`src/rtl/sram_stage_sequencer.sv`:
```
// Hands the single SRAM controller port to NUM_STAGES clients in order, then to the VGA reader.
// Optional watchdog/ERROR state is compiled in with `define STAGE_TIMEOUT_EN.
//
// state   | meaning
// IDLE    | after reset, waiting for go
// DELAY   | START_DELAY-cycle settle time before stage 0
// RUN     | active_stage owns the SRAM until its stage_done
// HANDOFF | one idle cycle between stages, no write in flight
// DISPLAY | all stages done, SRAM handed to the VGA reader
// ERROR   | watchdog fired (STAGE_TIMEOUT_EN only), left by reset
`timescale 1ns/1ps

module sram_stage_sequencer #(
  parameter int NUM_STAGES  = 3,
  parameter int ADDR_W      = 18,
  parameter int DATA_W      = 16,
  parameter int START_DELAY = 10,
  parameter int TIMEOUT_W   = 26,
  localparam int AS_W       = $clog2(NUM_STAGES) + 1
) (
  input  logic                         CLOCK_50_I,
  input  logic                         resetn,
  input  logic                         go,
  input  logic [NUM_STAGES*ADDR_W-1:0] client_address,
  input  logic [NUM_STAGES*DATA_W-1:0] client_wdata,
  input  logic [NUM_STAGES-1:0]        client_we_n,
  input  logic [NUM_STAGES-1:0]        stage_done,
  input  logic [TIMEOUT_W-1:0]         timeout_limit,
  output logic [NUM_STAGES-1:0]        stage_start,
  output logic [ADDR_W-1:0]            SRAM_address,
  output logic [DATA_W-1:0]            SRAM_write_data,
  output logic                         SRAM_we_n,
  output logic [AS_W-1:0]              active_stage,
  output logic                         busy,
  output logic                         display_enable,
  output logic                         error
);

  localparam int DLY_W = (START_DELAY > 1) ? $clog2(START_DELAY) : 1;
  localparam logic [AS_W-1:0] LAST_STAGE = AS_W'(NUM_STAGES - 1);

`ifdef STAGE_TIMEOUT_EN
  typedef enum logic [2:0] {
    S_IDLE, S_DELAY, S_RUN, S_HANDOFF, S_DISPLAY, S_ERROR
  } state_t;
`else
  typedef enum logic [2:0] {
    S_IDLE, S_DELAY, S_RUN, S_HANDOFF, S_DISPLAY
  } state_t;
`endif

  state_t            state_q, state_d;
  logic [AS_W-1:0]   active_q, active_d;
  logic [DLY_W-1:0]  dly_q, dly_d;
  logic [ADDR_W-1:0] addr_q, addr_d;
  logic [DATA_W-1:0] wdata_q, wdata_d;
  logic              we_n_q, we_n_d;

  logic [ADDR_W-1:0] addr_sel;
  logic [DATA_W-1:0] wdata_sel;
  logic              we_n_sel;
  logic              done_sel;

`ifdef STAGE_TIMEOUT_EN
  logic [TIMEOUT_W-1:0] wd_q, wd_d, wd_inc;
  logic                 wd_fire;

  assign wd_inc  = (wd_q == {TIMEOUT_W{1'b1}}) ? wd_q : wd_q + 1'b1;
  assign wd_fire = (timeout_limit != '0) && (wd_inc == timeout_limit);
`else
  logic unused_timeout;
  assign unused_timeout = ^timeout_limit;
`endif

  // Only the active stage's fields and done are ever visible to the rest of the logic.
  always_comb begin
    addr_sel    = '0;
    wdata_sel   = '0;
    we_n_sel    = 1'b1;
    done_sel    = 1'b0;
    stage_start = '0;
    for (int k = 0; k < NUM_STAGES; k++) begin
      if (active_q == AS_W'(k)) begin
        addr_sel       = client_address[k*ADDR_W +: ADDR_W];
        wdata_sel      = client_wdata[k*DATA_W +: DATA_W];
        we_n_sel       = client_we_n[k];
        done_sel       = stage_done[k];
        stage_start[k] = (state_q == S_RUN);
      end
    end
  end

  always_comb begin
    state_d  = state_q;
    active_d = active_q;
    dly_d    = dly_q;
    addr_d   = '0;
    wdata_d  = '0;
    we_n_d   = 1'b1;
`ifdef STAGE_TIMEOUT_EN
    wd_d     = wd_q;
`endif
    case (state_q)
      S_IDLE, S_DISPLAY: begin
        if (go) begin
          state_d  = S_DELAY;
          active_d = '0;
          dly_d    = DLY_W'(START_DELAY - 1);
        end
      end
      S_DELAY: begin
        if (dly_q == '0) begin
          state_d  = S_RUN;
          active_d = '0;
`ifdef STAGE_TIMEOUT_EN
          wd_d     = '0;
`endif
        end else begin
          dly_d = dly_q - 1'b1;
        end
      end
      S_RUN: begin
`ifdef STAGE_TIMEOUT_EN
        wd_d = wd_inc;
`endif
        // Leaving RUN loads idle bus values so no write spills past the stage.
        if (done_sel) begin
          state_d = S_HANDOFF;
        end
`ifdef STAGE_TIMEOUT_EN
        else if (wd_fire) begin
          state_d = S_ERROR;
        end
`endif
        else begin
          addr_d  = addr_sel;
          wdata_d = wdata_sel;
          we_n_d  = we_n_sel;
        end
      end
      S_HANDOFF: begin
        if (active_q == LAST_STAGE) begin
          state_d = S_DISPLAY;
        end else begin
          state_d  = S_RUN;
          active_d = active_q + 1'b1;
`ifdef STAGE_TIMEOUT_EN
          wd_d     = '0;
`endif
        end
      end
`ifdef STAGE_TIMEOUT_EN
      S_ERROR: state_d = S_ERROR;
`endif
      default: state_d = S_IDLE;
    endcase
  end

  always_ff @(posedge CLOCK_50_I or negedge resetn) begin
    if (!resetn) begin
      state_q  <= S_IDLE;
      active_q <= '0;
      dly_q    <= '0;
      addr_q   <= '0;
      wdata_q  <= '0;
      we_n_q   <= 1'b1;
`ifdef STAGE_TIMEOUT_EN
      wd_q     <= '0;
`endif
    end else begin
      state_q  <= state_d;
      active_q <= active_d;
      dly_q    <= dly_d;
      addr_q   <= addr_d;
      wdata_q  <= wdata_d;
      we_n_q   <= we_n_d;
`ifdef STAGE_TIMEOUT_EN
      wd_q     <= wd_d;
`endif
    end
  end

  assign SRAM_address    = addr_q;
  assign SRAM_write_data = wdata_q;
  assign SRAM_we_n       = we_n_q;
  assign active_stage    = active_q;
  assign busy            = (state_q == S_DELAY) || (state_q == S_RUN) || (state_q == S_HANDOFF);
  assign display_enable  = (state_q == S_DISPLAY);
`ifdef STAGE_TIMEOUT_EN
  assign error           = (state_q == S_ERROR);
`else
  assign error           = 1'b0;
`endif

endmodule

```
`config.mk`:
```
export PLATFORM = sky130hd
export DESIGN_NAME = sram_stage_sequencer
export DESIGN_NICKNAME = d
export VERILOG_FILES = /design/src/rtl/sram_stage_sequencer.sv
export SDC_FILE = /design/constraint.sdc
export NUM_CORES = 1
export LEC_CHECK = 0
export BUFFER_PORTS_ARGS = -buffer_cell sky130_fd_sc_hd__buf_2
export CAP_MARGIN = 10
export CORE_MARGIN = 5
export CORE_UTILIZATION = 40
export CTS_BUF_LIST = sky130_fd_sc_hd__clkbuf_8
export DETAILED_ROUTE_END_ITERATION = 8
export GPL_ROUTABILITY_DRIVEN = 0
export GPL_TIMING_DRIVEN = 0
export PLACE_DENSITY_LB_ADDON = 0.05
export SETUP_SLACK_MARGIN = 0.3
export SYNTH_ARGS = -nofsm -noshare
export SYNTH_HDL_FRONTEND = slang
export SYNTH_SLANG_ARGS = --single-unit
```
`constraint.sdc`:
```
create_clock -name CLOCK_50_I -period 1.94 [get_ports CLOCK_50_I]
set_input_delay 0.388 -clock CLOCK_50_I [delete_from_list [all_inputs] [get_ports CLOCK_50_I]]
set_output_delay 0.388 -clock CLOCK_50_I [all_outputs]
set_load 0.005 [all_outputs]
```
==> results.txt <==
----------------------------------------------------
[Critical path]
  Cell with the largest stage delay on the worst path ... sky130_fd_sc_hd__dfrtp_2
  Worst Setup Path Type ... flip-flop to output pin
  Critical-path maximum fanout ... 4
  Sort of element at the end of the critical path ... output pin
  Critical path required time ... around 1.6 ns
  Destination of the worst register-to-register timing path ... SRAM_address[1]$_DFF_PN0_
  Crit path largest cell delay ... between 0.4 and 0.5 ns
  Critical-path cell list ... buf_6, ha_4, buf_6, clkbuf_16, and3_4, buf_6
  Register-to-register path setup slack ... 0.06 ns
  R2R Path Start ... active_stage[0]$_DFFE_PN0P_
  Critical Path AT ... roughly 1.5 ns
  Element type at the critical path start ... flip-flop
  Register-to-Register Path Depth ... 9
  Cell seen most often among critical-path stages ... sky130_fd_sc_hd__buf_6

[Synth]
  Most frequent cell after synthesis ... sky130_fd_sc_hd__a21oi_1
  Avg Inst Size Synth ... 8.26 um2
  Synth Net Count ... approximately 460
  Count of different cell masters after synthesis ... 39
  Area contributors post-synth ... sky130_fd_sc_hd__dfrtp_1, sky130_fd_sc_hd__a21oi_1, sky130_fd_sc_hd__nand3b_1
  Top flip-flop cell by instance count after synthesis ... sky130_fd_sc_hd__dfrtp_1
  Area share of the leading cell type in the synthesized netlist ... 0.423
  Number of flops mapped to enable cells by yosys ... 0
  Seq cells post-synth ... 45
  Number of synthesis warnings ... 0
  Most frequent cells after synthesis ... sky130_fd_sc_hd__a21oi_1, sky130_fd_sc_hd__dfrtp_1, sky130_fd_sc_hd__nand2_1
  Number of standard cells after synthesis ... ~320
  Sequential element share of the synthesized area ... 0.433
  Post-synth ARST share ... 1.00
  Cell type contributing the most total cell area after synthesis ... sky130_fd_sc_hd__dfrtp_1
  Mapped cell area ... about 0.0026 mm2

[Floorplanning]
  Width of the die ... ~91 um
  Die area ... around 0.008 mm2
  Initial core utilization ... 0.410
  Core region area ... approximately 0.0063 mm2
  Boundary Pins ... 181
  Placement row count ... 29
  Die span in y ... 90.7 um

[STA]
  Portion of the clock cycle consumed by the worst path in the final layout ... 0.984
  Post-layout min period ... around 1.9 ns
  Slew Limit Headroom ... 0.327
  Fin Clk Skew ... between 0.006 and 0.007 ns
  Setup tns final ... 0 ns
  Maximum frequency from static timing analysis ... about 0.52 GHz
  Number of max-slew violations in the final report ... 0
  RSZ-0062 raised after global routing ... yes
  Final setup viols ... 0
  Final count of hold timing violations ... 0
  Actual slew at the worst max-slew pin ... between 1 and 1.5 ns

[Clocking]
  Clk buf depth ... 2
  Clk pin slew, worst setup/hold paths ... 0.08 ns
  Clock tree from TritonCTS ... built
  Root cell of the clock tree ... sky130_fd_sc_hd__clkbuf_8
  Clock latency reported for the late side of the worst-skew pair ... 0.30 ns
  H-tree depth ... 2
  Number of sinks handled by clock tree synthesis ... 45
  Number of CTS-inserted buffers ... 5

[Layout]
  Synthesis-to-layout area growth ... 58.4%
  Final Instance Area ... 0.00412 mm2
  Number of nets at the end of the flow ... roughly 650
  Number of fill cells ... 584
  N_diodes ... 0
  Share of layout cells above drive strength 1 ... 0.490

[Routing]
  Detailed router's first-iteration violation count ... 98
  Total number of vias ... ~3,000
  Residual DRC count ... 0
  WL final ... between 9000 and 10,000 um
  Number of nets with antenna violations after detailed routing ... 0
  First-pass iteration count of the detailed router ... 4
  Via-per-instance ratio ... ~5
  Routed len/inst ... about 15 um

[Global route]
  Pin count of the biggest net entering global routing ... 46
  Global-route wire length before repair ... 14,000 um
  Vias in the first global route ... just under 3,000
  Number of antenna violations at the first check in global routing ... 0
  Total global routing overflow ... 0
  Global Route Usage Sum ... 0.209

[Outcome]
  Status ... finished clean

[Flow run]
  Number of violations of the max-capacitance limit ... 0

[Pwr]
  Leakage component of the power ... 2.11 nW
  Power per cell area ... around 1700 mW/mm2
  Max IR drop VDD ... 821 uV

[Worst hold path]
  HP Class ... input port to async pin

[Place]
  HPWL reported at the end of detailed placement ... ~6400 um
  Buffers added on ports ... roughly 150
  Total cell area at the placement stage ... around 0.0035 mm2

----------------------------------------------------
state kept, by name, indices dropped and copies added (netlist names):
signal / cells
active_stage: 3
SRAM_write_data: 16
SRAM_address: 18
state_q: 3
SRAM_we_n: 1
dly_q: 4
kinds of logic after synthesis:
group / synth area share
buf+inv: 0.0625
simple gates: 0.278
other cells: 0.00144
fa+ha+maj: 0.0240
mux: 0.00385
flops: 0.433
compound gates: 0.197
critical path, delay by kind of cell (launching register included):
family | cells | cell delay (ns)
buffers and inverters | 4 | 0.50
DFF | 1 | 0.44
adders and majority gates | 1 | 0.15
and+or+nand+nor | 1 | 0.14
stage by stage:
step	hold WS (ns)	power, mW	cells	util	setup WS (ns)
global route	0.309	7.37	581	0.649	-0.0259
detailed placement	0.538	4.81	545	0.547	-0.0478
global placement	0.536	4.77	545	0.547	-0.0339
finish	0.259	6.80	581	0.649	0.0315
floorplan	0.0924	3.78	315	-	0.300
CTS	0.288	6.32	575	0.620	0.0778
metal layers:
layer / GRT usage / share of wire / vias to the layer above
met5: 0 / 0 / -
met4: 0.0533 / 0.013 / 0
met3: 0.0600 / 0.080 / 11
met2: 0.346 / 0.50 / 116
met1: 0.267 / 0.41 / 1373
li1: - / - / 1452
worst max path at each step:
stage | from | to | slack (ns) | depth (start not counted)
after CTS | active_stage[1]$_DFFE_PN0P_ | stage_start[1] | 0.08 | 6
after global routing | active_stage[0]$_DFFE_PN0P_ | SRAM_address[4]$_DFF_PN0_ | -0.03 | 9
after global placement | active_stage[1]$_DFFE_PN0P_ | stage_start[1] | -0.03 | 6
final | active_stage[0]$_DFFE_PN0P_ | stage_start[1] | 0.03 | 6
after floorplan | active_stage[0]$_DFFE_PN0P_ | SRAM_we_n$_DFF_PN1_ | 0.30 | 7
after detailed placement | active_stage[1]$_DFFE_PN0P_ | stage_start[1] | -0.05 | 6
placed cells by master, fill, tap and decap left out, types with 4 or more instances in the layout:
cell type and n:
sky130_fd_sc_hd__clkbuf_8 5, sky130_fd_sc_hd__inv_1 7, sky130_fd_sc_hd__clkbuf_16 5, sky130_fd_sc_hd__a21oi_1 71, sky130_fd_sc_hd__nor2_1 16, sky130_fd_sc_hd__buf_6 9
sky130_fd_sc_hd__buf_2 154, sky130_fd_sc_hd__clkbuf_1 6, sky130_fd_sc_hd__o21ai_0 4, sky130_fd_sc_hd__nand2_1 41, sky130_fd_sc_hd__nand3b_1 35, sky130_fd_sc_hd__dfrtp_1 43
sky130_fd_sc_hd__buf_4 21, sky130_fd_sc_hd__buf_8 4, sky130_fd_sc_hd__nor2_2 24
cell type report:
cell class / instances / area, um2 / area share
multi-input cells: 237 / 1460 / 0.354
flip-flops and latches: 45 / 1130 / 0.274
repair buffers: 181 / 1090 / 0.263
plain buffers: 27 / 249 / 0.0604
well taps: 77 / 96.3 / 0.0234
clock buffers: 5 / 68.8 / 0.0167
inverters: 6 / 22.5 / 0.00546
clock inverters: 3 / 11.3 / 0.00273
where the power goes:
group	internal [mW]	total, mW	switching (mW)
Combinational	2.44	4.81	2.37
Clock	0.240	0.540	0.300
Sequential	1.30	1.45	0.159
Total	3.97	6.80	2.83
repair_timing:
action | 4_1_cts | 5_1_grt
hold buffers | 0 | 0
endpoints found under the setup margin | 44 | 45
gates resized for setup | 51 | 30
cloned | 1 | 3
pin swaps | 4 | 5
buffers inserted | 21 | 3
Power figures use the tool's default switching activity.
